## config.mk

```make
export PLATFORM = sky130hd
export DESIGN_NAME = mux16_scan_serializer_flat
export DESIGN_NICKNAME = d
export VERILOG_FILES = /design/src/rtl/mux16_scan_serializer_if.sv /design/src/rtl/mux16_scan_serializer.sv /design/src/flat_wrapper.sv
export SDC_FILE = /design/constraint.sdc
export NUM_CORES = 1
export LEC_CHECK = 0
export BUFFER_PORTS_ARGS = -buffer_cell sky130_fd_sc_hd__buf_2
export CORE_ASPECT_RATIO = 1.4
export CORE_MARGIN = 8
export CORE_UTILIZATION = 50
export DETAILED_ROUTE_END_ITERATION = 16
export PLACE_DENSITY = 0.9
export SLEW_MARGIN = 40
export SYNTH_ARGS = -nofsm -noshare
export SYNTH_HDL_FRONTEND = slang
export SYNTH_SLANG_ARGS = --single-unit
```

## constraint.sdc

```tcl
create_clock -name clk -period 2 [get_ports clk]
set_clock_uncertainty 0.2 [all_clocks]
set_input_delay 0.4 -clock clk [delete_from_list [all_inputs] [get_ports clk]]
set_output_delay 0.4 -clock clk [all_outputs]
set_load 0.03 [all_outputs]
```

## src/rtl/mux16_scan_serializer_if.sv

```systemverilog
// Handshake and mux-side bundle between the 16:1 mux scan serializer and its environment.
// slave is the serializer's view; master is the view of the upstream/mux/downstream side.
interface mux16_scan_serializer_if;
   localparam int unsigned DATA_W = 16;
   localparam int unsigned SEL_W  = 4;
   localparam int unsigned CNT_W  = 5;

   logic              in_valid;
   logic              in_ready;
   logic [DATA_W-1:0] in_data;
   logic [SEL_W-1:0]  mux_s;
   logic [DATA_W-1:0] mux_d;
   logic              mux_y;
   logic              ser_valid;
   logic              ser_ready;
   logic              ser_bit;
   logic              ser_last;
   logic              done;
   logic [CNT_W-1:0]  ones_cnt;
   logic              err;

   modport master (
      output in_valid, in_data, mux_y, ser_ready,
      input  in_ready, mux_s, mux_d, ser_valid, ser_bit, ser_last, done, ones_cnt, err
   );

   modport slave (
      input  in_valid, in_data, mux_y, ser_ready,
      output in_ready, mux_s, mux_d, ser_valid, ser_bit, ser_last, done, ones_cnt, err
   );
endinterface

```

## src/rtl/mux16_scan_serializer.sv

```systemverilog
// Drives a 16:1 bit mux with an accepted word, scans all channels as a backpressured serial
// stream, and counts ones / flags any mux output bit that disagrees with the registered word.
module mux16_scan_serializer #(
   parameter bit MSB_FIRST = 1'b0
) (
   input logic                    clk,
   input logic                    rst,
   mux16_scan_serializer_if.slave bus
);
   localparam int unsigned DATA_W = 16;
   localparam int unsigned SEL_W  = 4;
   localparam int unsigned CNT_W  = 5;
   localparam int unsigned BEAT_W = 4;

   localparam logic [SEL_W-1:0]  SEL_START     = MSB_FIRST ? SEL_W'(DATA_W - 1) : SEL_W'(0);
   localparam logic [BEAT_W-1:0] BEAT_PRE_LAST = BEAT_W'(DATA_W - 2);

   typedef enum logic {
      IDLE = 1'b0,
      SCAN = 1'b1
   } state_t;

   state_t state_q, state_n;

   logic              in_ready_q,  in_ready_n;
   logic              ser_valid_q, ser_valid_n;
   logic              ser_last_q,  ser_last_n;
   logic              done_q,      done_n;
   logic              err_q,       err_n;
   logic [SEL_W-1:0]  mux_s_q,     mux_s_n;
   logic [DATA_W-1:0] mux_d_q,     mux_d_n;
   logic [CNT_W-1:0]  ones_q,      ones_n;
   logic [BEAT_W-1:0] beat_q,      beat_n;

   logic beat_acc_c;
   logic bit_mismatch_c;

   assign beat_acc_c     = ser_valid_q && bus.ser_ready;
   assign bit_mismatch_c = (bus.mux_y != mux_d_q[mux_s_q]);

   // State register
   always_ff @(posedge clk or posedge rst) begin
      if (rst) begin
         state_q <= IDLE;
      end else begin
         state_q <= state_n;
      end
   end

   // Registered outputs and datapath
   always_ff @(posedge clk or posedge rst) begin
      if (rst) begin
         in_ready_q  <= 1'b1;
         ser_valid_q <= 1'b0;
         ser_last_q  <= 1'b0;
         done_q      <= 1'b0;
         err_q       <= 1'b0;
         mux_s_q     <= '0;
         mux_d_q     <= '0;
         ones_q      <= '0;
         beat_q      <= '0;
      end else begin
         in_ready_q  <= in_ready_n;
         ser_valid_q <= ser_valid_n;
         ser_last_q  <= ser_last_n;
         done_q      <= done_n;
         err_q       <= err_n;
         mux_s_q     <= mux_s_n;
         mux_d_q     <= mux_d_n;
         ones_q      <= ones_n;
         beat_q      <= beat_n;
      end
   end

   // Next-state and next-output logic
   always_comb begin
      state_n     = state_q;
      in_ready_n  = in_ready_q;
      ser_valid_n = ser_valid_q;
      ser_last_n  = ser_last_q;
      done_n      = 1'b0;
      err_n       = err_q;
      mux_s_n     = mux_s_q;
      mux_d_n     = mux_d_q;
      ones_n      = ones_q;
      beat_n      = beat_q;

      case (state_q)
         IDLE: begin
            if (bus.in_valid) begin
               state_n     = SCAN;
               in_ready_n  = 1'b0;
               ser_valid_n = 1'b1;
               ser_last_n  = 1'b0;
               mux_d_n     = bus.in_data;
               mux_s_n     = SEL_START;
               beat_n      = '0;
               ones_n      = '0;
            end
         end

         SCAN: begin
            if (beat_acc_c) begin
               ones_n = ones_q + CNT_W'(bus.mux_y);
               if (bit_mismatch_c) begin
                  err_n = 1'b1;
               end
               beat_n     = beat_q + BEAT_W'(1);
               mux_s_n    = MSB_FIRST ? (mux_s_q - SEL_W'(1)) : (mux_s_q + SEL_W'(1));
               ser_last_n = (beat_q == BEAT_PRE_LAST);
               // Final beat: back to IDLE with a one-cycle done pulse
               if (ser_last_q) begin
                  state_n     = IDLE;
                  in_ready_n  = 1'b1;
                  ser_valid_n = 1'b0;
                  ser_last_n  = 1'b0;
                  done_n      = 1'b1;
                  mux_s_n     = SEL_START;
               end
            end
         end

         default: begin
            state_n = IDLE;
         end
      endcase
   end

   assign bus.in_ready  = in_ready_q;
   assign bus.ser_valid = ser_valid_q;
   assign bus.ser_last  = ser_last_q;
   assign bus.done      = done_q;
   assign bus.err       = err_q;
   assign bus.mux_s     = mux_s_q;
   assign bus.mux_d     = mux_d_q;
   assign bus.ones_cnt  = ones_q;
   // Serial bit comes straight through the external mux, one mux delay after mux_s_q
   assign bus.ser_bit   = bus.mux_y;

endmodule

```

## src/flat_wrapper.sv

```systemverilog
// flat-port wrapper written by rule: the top's interface ports become plain ports
module mux16_scan_serializer_flat 
#(
   parameter bit MSB_FIRST = 1'b0
)
  (clk, rst, bus_in_valid, bus_in_data, bus_mux_y, bus_ser_ready, bus_in_ready, bus_mux_s, bus_mux_d, bus_ser_valid, bus_ser_bit, bus_ser_last, bus_done, bus_ones_cnt, bus_err);
  mux16_scan_serializer_if bus_i ();
  input logic clk;
  input logic rst;
  input wire logic [$bits(bus_i.in_valid)-1:0] bus_in_valid;
  input wire logic [$bits(bus_i.in_data)-1:0] bus_in_data;
  input wire logic [$bits(bus_i.mux_y)-1:0] bus_mux_y;
  input wire logic [$bits(bus_i.ser_ready)-1:0] bus_ser_ready;
  output wire logic [$bits(bus_i.in_ready)-1:0] bus_in_ready;
  output wire logic [$bits(bus_i.mux_s)-1:0] bus_mux_s;
  output wire logic [$bits(bus_i.mux_d)-1:0] bus_mux_d;
  output wire logic [$bits(bus_i.ser_valid)-1:0] bus_ser_valid;
  output wire logic [$bits(bus_i.ser_bit)-1:0] bus_ser_bit;
  output wire logic [$bits(bus_i.ser_last)-1:0] bus_ser_last;
  output wire logic [$bits(bus_i.done)-1:0] bus_done;
  output wire logic [$bits(bus_i.ones_cnt)-1:0] bus_ones_cnt;
  output wire logic [$bits(bus_i.err)-1:0] bus_err;
  assign bus_i.in_valid = bus_in_valid;
  assign bus_i.in_data = bus_in_data;
  assign bus_i.mux_y = bus_mux_y;
  assign bus_i.ser_ready = bus_ser_ready;
  assign bus_in_ready = bus_i.in_ready;
  assign bus_mux_s = bus_i.mux_s;
  assign bus_mux_d = bus_i.mux_d;
  assign bus_ser_valid = bus_i.ser_valid;
  assign bus_ser_bit = bus_i.ser_bit;
  assign bus_ser_last = bus_i.ser_last;
  assign bus_done = bus_i.done;
  assign bus_ones_cnt = bus_i.ones_cnt;
  assign bus_err = bus_i.err;
  mux16_scan_serializer #(.MSB_FIRST(MSB_FIRST)) u_core (.clk(clk), .rst(rst), .bus(bus_i));
endmodule
```

; ---- Yosys cells after proc, flatten, opt, wreduce, memory -nomap -nowiden
; Cells that the tools add are included.
[word_totals]
reg_bits = 35
in_bits = 21
[op_classes]
add_sub_neg = 3
muxes = 29
eq_ne = 5
bitwise_logic = 1
magnitude_cmp = 1
reduce_logical = 5
[ops]
columns = op, count
row1 = 2-to-1 mux 4 bit, 4
row2 = case mux 4 bit (2 select lines), 2
row3 = 2-to-1 mux 1 bit, 15
row4 = 2-to-1 mux 5 bit, 2
row5 = case mux 5 bit (2 select lines), 1
row6 = adder 4 x 1 -> 4 bit (second input constant), 2
row7 = case mux 1 bit (2 select lines), 4
row8 = inequality test 2 bit (second input constant), 3
row9 = AND reduction 3 bit, 2
row10 = adder 5 x 1 -> 5 bit, 1
row11 = < comparator 4 x 5 -> 1 bit (second input constant), 1
row12 = binary-select mux 1 bit (select 4 bit), 1
row13 = == test 4 bit (second input constant), 1
row14 = AND reduction 2 bit, 2
row15 = logical AND 1 bit, 1
row16 = inequality test 1 bit, 1
row17 = inverter 1 bit, 1

; ---- Longest topological paths before layout
[depth]
depth_word = 4
depth_mapped = 5
depth_no_buf = 5

; ---- Least setup slack after synthesis
; No wires, ideal clock.
[synth_timing]
kind = flip-flop to flip-flop
startpoint = reg u_core.mux_s_q[1] (netlist: u_core.bus.mux_s[1])
endpoint = reg u_core.err_q (netlist: u_core.bus.err)
arrival_time_ns = 1.768
n_path_buf = 1
path_stages_with_launch = 6
period_less_slack_ns = 2.094
setup_time_ns = 0.126
setup_slack_ns = -0.094
path_cell_list = dfrtp_1 buf_6 mux4_2 o22ai_2 a2111oi_1 a311o_1
[synth_between]
elab_chain_cells = 4
[synth_lines]
columns = element, line_no
row1 = start: declaration, mux16_scan_serializer.sv:30  ; logic [SEL_W-1:0] mux_s_q, mux_s_n;
row2 = start signal: assignment, mux16_scan_serializer.sv:68  ; mux_s_q <= mux_s_n;
row3 = binary-select mux 1 bit (select 4 bit), mux16_scan_serializer.sv:39  ; assign bit_mismatch_c = (bus.mux_y != mux_d_q[mux_s_q]);
row4 = 2-to-1 mux 1 bit (implied by the code), mux16_scan_serializer.sv:39
row5 = inequality test 1 bit, mux16_scan_serializer.sv:39
row6 = AND reduction 3 bit (no source line), --
row7 = end signal: assignment, mux16_scan_serializer.sv:67  ; err_q <= err_n;
row8 = end: declaration, mux16_scan_serializer.sv:29  ; logic err_q, err_n;
; Every way passes these cells. The select of a mux whose other input is x is not followed.
; A chain may end at the register's enable or synchronous reset.

; ---- Final worst setup path
; Same ends and word-level chain as after synthesis.

==> key figures <==
Status
  • Outcome: finished, final reports clean

Finish
  • Fillers: 280
  • Nets: between 200 and 250
  • Layout cells sized above 1: between 30% and 40%
  • # diodes: 0
  • Area Overhead vs Synth: 24.0%
  • Fin area: just over 2000 sq um

STA
  • F_max: just over 500 MHz
  • Min Hold Slack: about 90 ps
  • Final period utilization: 97.2%
  • Hold Vio Cnt, Final: 0
  • Fin. max-slew vios: 0
  • RSZ-0062 raised after global routing: no
  • Slew @ Worst Pin: approximately 440 ps
  • Max_slew headroom: slightly above 70%
  • Setup TNS: 0 ps
  • Minimum clock period after layout: roughly 1900 ps
  • Final setup vio count: 0
  • Final WS setup: roughly 56 ps

Global routing
  • Vias in the first global route: approximately 1500
  • Antenna violations before repair: 0
  • Tot GR Track Use: between 10% and 20%
  • Largest net degree at the start of global routing: 36
  • Total gr overflow: 0
  • First-pass GRT wire length: 6610 um

Drt
  • Post-DR vias/cell: 5.27
  • Initial DRC count: 30
  • Post-Route M1 WL: roughly 1500 um
  • Vias: about 1400
  • DR WL met3: 380 um
  • Final ANT Viol Nets: 0
  • DR DRC count: 0
  • Routed wire length: ~3900 um
  • First-pass detailed-route iteration total: 4
  • DR top layer: met4
  • Drt wl/cell: between 10 and 15 um
  • Met2 WL: between 1500 and 2000 um

Synth
  • YS warnings: 0
  • Seq/Total Area, Yosys: a little over half
  • Fraction of registers with async set/reset: 100%
  • Synthesized area: approximately 1600 sq um
  • Post-Syn Area per Cell: roughly 9.7 sq um
  • Distinct cells, synth: 28
  • Most frequent cells after synthesis: nand2_1 (62), dfrtp_1 (34), o21ai_0 (10)
  • Synth area leaders: dfrtp_1 (52%), nand2_1 (14%), mux4_2 (5.5%)
  • Most common cell in the netlist: nand2_1
  • Top-area cell type share of the netlist area: between 50 and 60%
  • Post-Syn Nets: between 150 and 200
  • Post-synthesis register bit count: 35
  • Largest area contributor in the synthesized netlist: dfrtp_1
  • Main synth FF type: dfrtp_1
  • Post-synth EDFFs: 0
  • Synth Instances: about 170

Critical path
  • R2R depth: 4
  • Worst setup EP type: flop
  • Setup CP Type: flop to flop
  • CP Launch Type: flop
  • Worst flop-to-flop path startpoint: u_core.bus.mux_s[1]
  • Crit path required time: 1980 ps
  • Worst-path maximum fanout: 8
  • Worst r2r dst: u_core.bus.err
  • CP arrival: between 1500 and 2000 ps
  • R2R setup slack: roughly 56 ps

Hold path
  • HP Class: input pin to flop
  • WHS Path Cells: 3
  • Hold Startpoint: bus_in_data[9]
  • Hold endpoint: u_core.bus.mux_d[9]

Die
  • CORE AREA: ~3100 sq um
  • Num ports: 52
  • DIE AREA: 5370 sq um
  • Die Wd: 64.2 um
  • Die Height: between 80 and 90 um
  • Initial Util: 52.2%
  • Row count: 24

CTS
  • Clk_lat worst skew: 290 ps
  • CTS tree: built
  • Num CTS Buffers: 5
  • Clock Path Buffers: 2
  • Root Buffer: clkbuf_8
  • H-tree levels: 2
  • Clock Sink Count: 35
  • Clock transition at the registers of the reported paths: ~70 ps

Place
  • Place WS: roughly 74 ps
  • GPL Wtd Cong: between 0.7 and 0.8
  • Detailed Place HPWL: 2910 um
  • Placed cell areas: ~1900 sq um
  • Buffers on Ports: 51

Power and ir drop
  • Max VDD drop: between 0.8 and 0.9 mV
  • Leakage: 1.08 nW
  • Cell Pwr Density: 1320 nW/um^2
  • Total Power: 2.66 mW

Run
  • Number of max-cap violations: 0
==> through the flow <==
step	utilization (%)	std cells
floorplan	-	168
global placement	61.3	253
detailed placement	61.3	253
CTS	64.3	262
global route	64.7	263
finish	64.7	263
==> worst max-delay path, stage by stage, from the launching register on <==
cell       delay (ps)
dfrtp_2           470
mux4_2            530
mux2i_2           190
a2111oi_1         110
a311o_1           320
==> routing by layer <==
layer  track usage [%]  up-vias
met3              6.85       12
li1                  -      674
met1              16.3      645
met5                 0        -
met2              24.0       55
met4              9.96        0
==> kinds of logic (layout without fill, tap and decap cells) <==
kind of cell	count (synthesis)	count (layout)	synth area share (%)
mux	5	5	6.14
buf+inv	12	68	4.15
flops	35	35	53.8
fa+ha+maj	5	5	3.84
compound gates	20	20	8.14
simple gates	91	91	23.9
==> registers in the layout, indices dropped and copies added, names as in the netlist <==
name and cells:
u_core.beat_q 4, u_core.bus.done 1, u_core.bus.err 1, u_core.bus.in_ready 1, u_core.bus.mux_d 16, u_core.bus.mux_s 4
u_core.bus.ones_cnt 5, u_core.bus.ser_last 1, u_core.bus.ser_valid 1, u_core.state_q 1
==> cell type report <==
class	count	area, sq um	share of cell area, %
Inverter	2	7.51	0.372
Multi-Input combinational cell	121	688	34.1
Tap cell	39	48.8	2.42
Clock buffer	6	72.6	3.59
Clock inverter	2	12.5	0.620
Sequential cell	35	880	43.6
Timing Repair Buffer	58	310	15.4
==> worst max path at each step <==
stage / startpoint / to / slack (ps) / cells after the start
floorplan: u_core.bus.mux_s[1] / u_core.bus.err / 10 / 5
global placement: u_core.bus.mux_s[1] / u_core.bus.err / 110 / 4
detailed placement: u_core.bus.mux_s[1] / u_core.bus.err / 70 / 4
CTS: u_core.bus.mux_s[1] / u_core.bus.err / 20 / 4
global route: u_core.bus.mux_s[1] / u_core.bus.err / 0.7 / 4
finish: u_core.bus.mux_s[1] / u_core.bus.err / 60 / 4
==> cells in the final DEF (no fill, tap or decap), drive strengths merged, types with 2 or more instances in the layout <==
cell type | netlist | final
nand3 | 9 | 9
ha | 5 | 5
inv | 2 | 2
mux4 | 4 | 4
nand2 | 62 | 62
nand2b | 3 | 3
clkbuf | 6 | 6
buf | 4 | 57
o21ai | 10 | 10
a21oi | 2 | 2
nand4 | 4 | 4
nor2b | 2 | 2
a21o | 3 | 3
nor2 | 6 | 6
dfrtp | 34 | 34
==> power by group <==
group	switching [mW]	internal [mW]	total, mW
Combinational	0.645	0.417	1.06
Sequential	0.210	0.892	1.10
Clock	0.253	0.243	0.496
==> repair_timing <==
item / 4_1_cts / 5_1_grt
hold buffers: 1 / 0
setup endpoints to repair: 0 / 1
resized for setup: 0 / 1
setup buffers: 0 / 1
hold endpoints to repair: 8 / 0
Note: power is estimated with default switching activity, not from simulation.
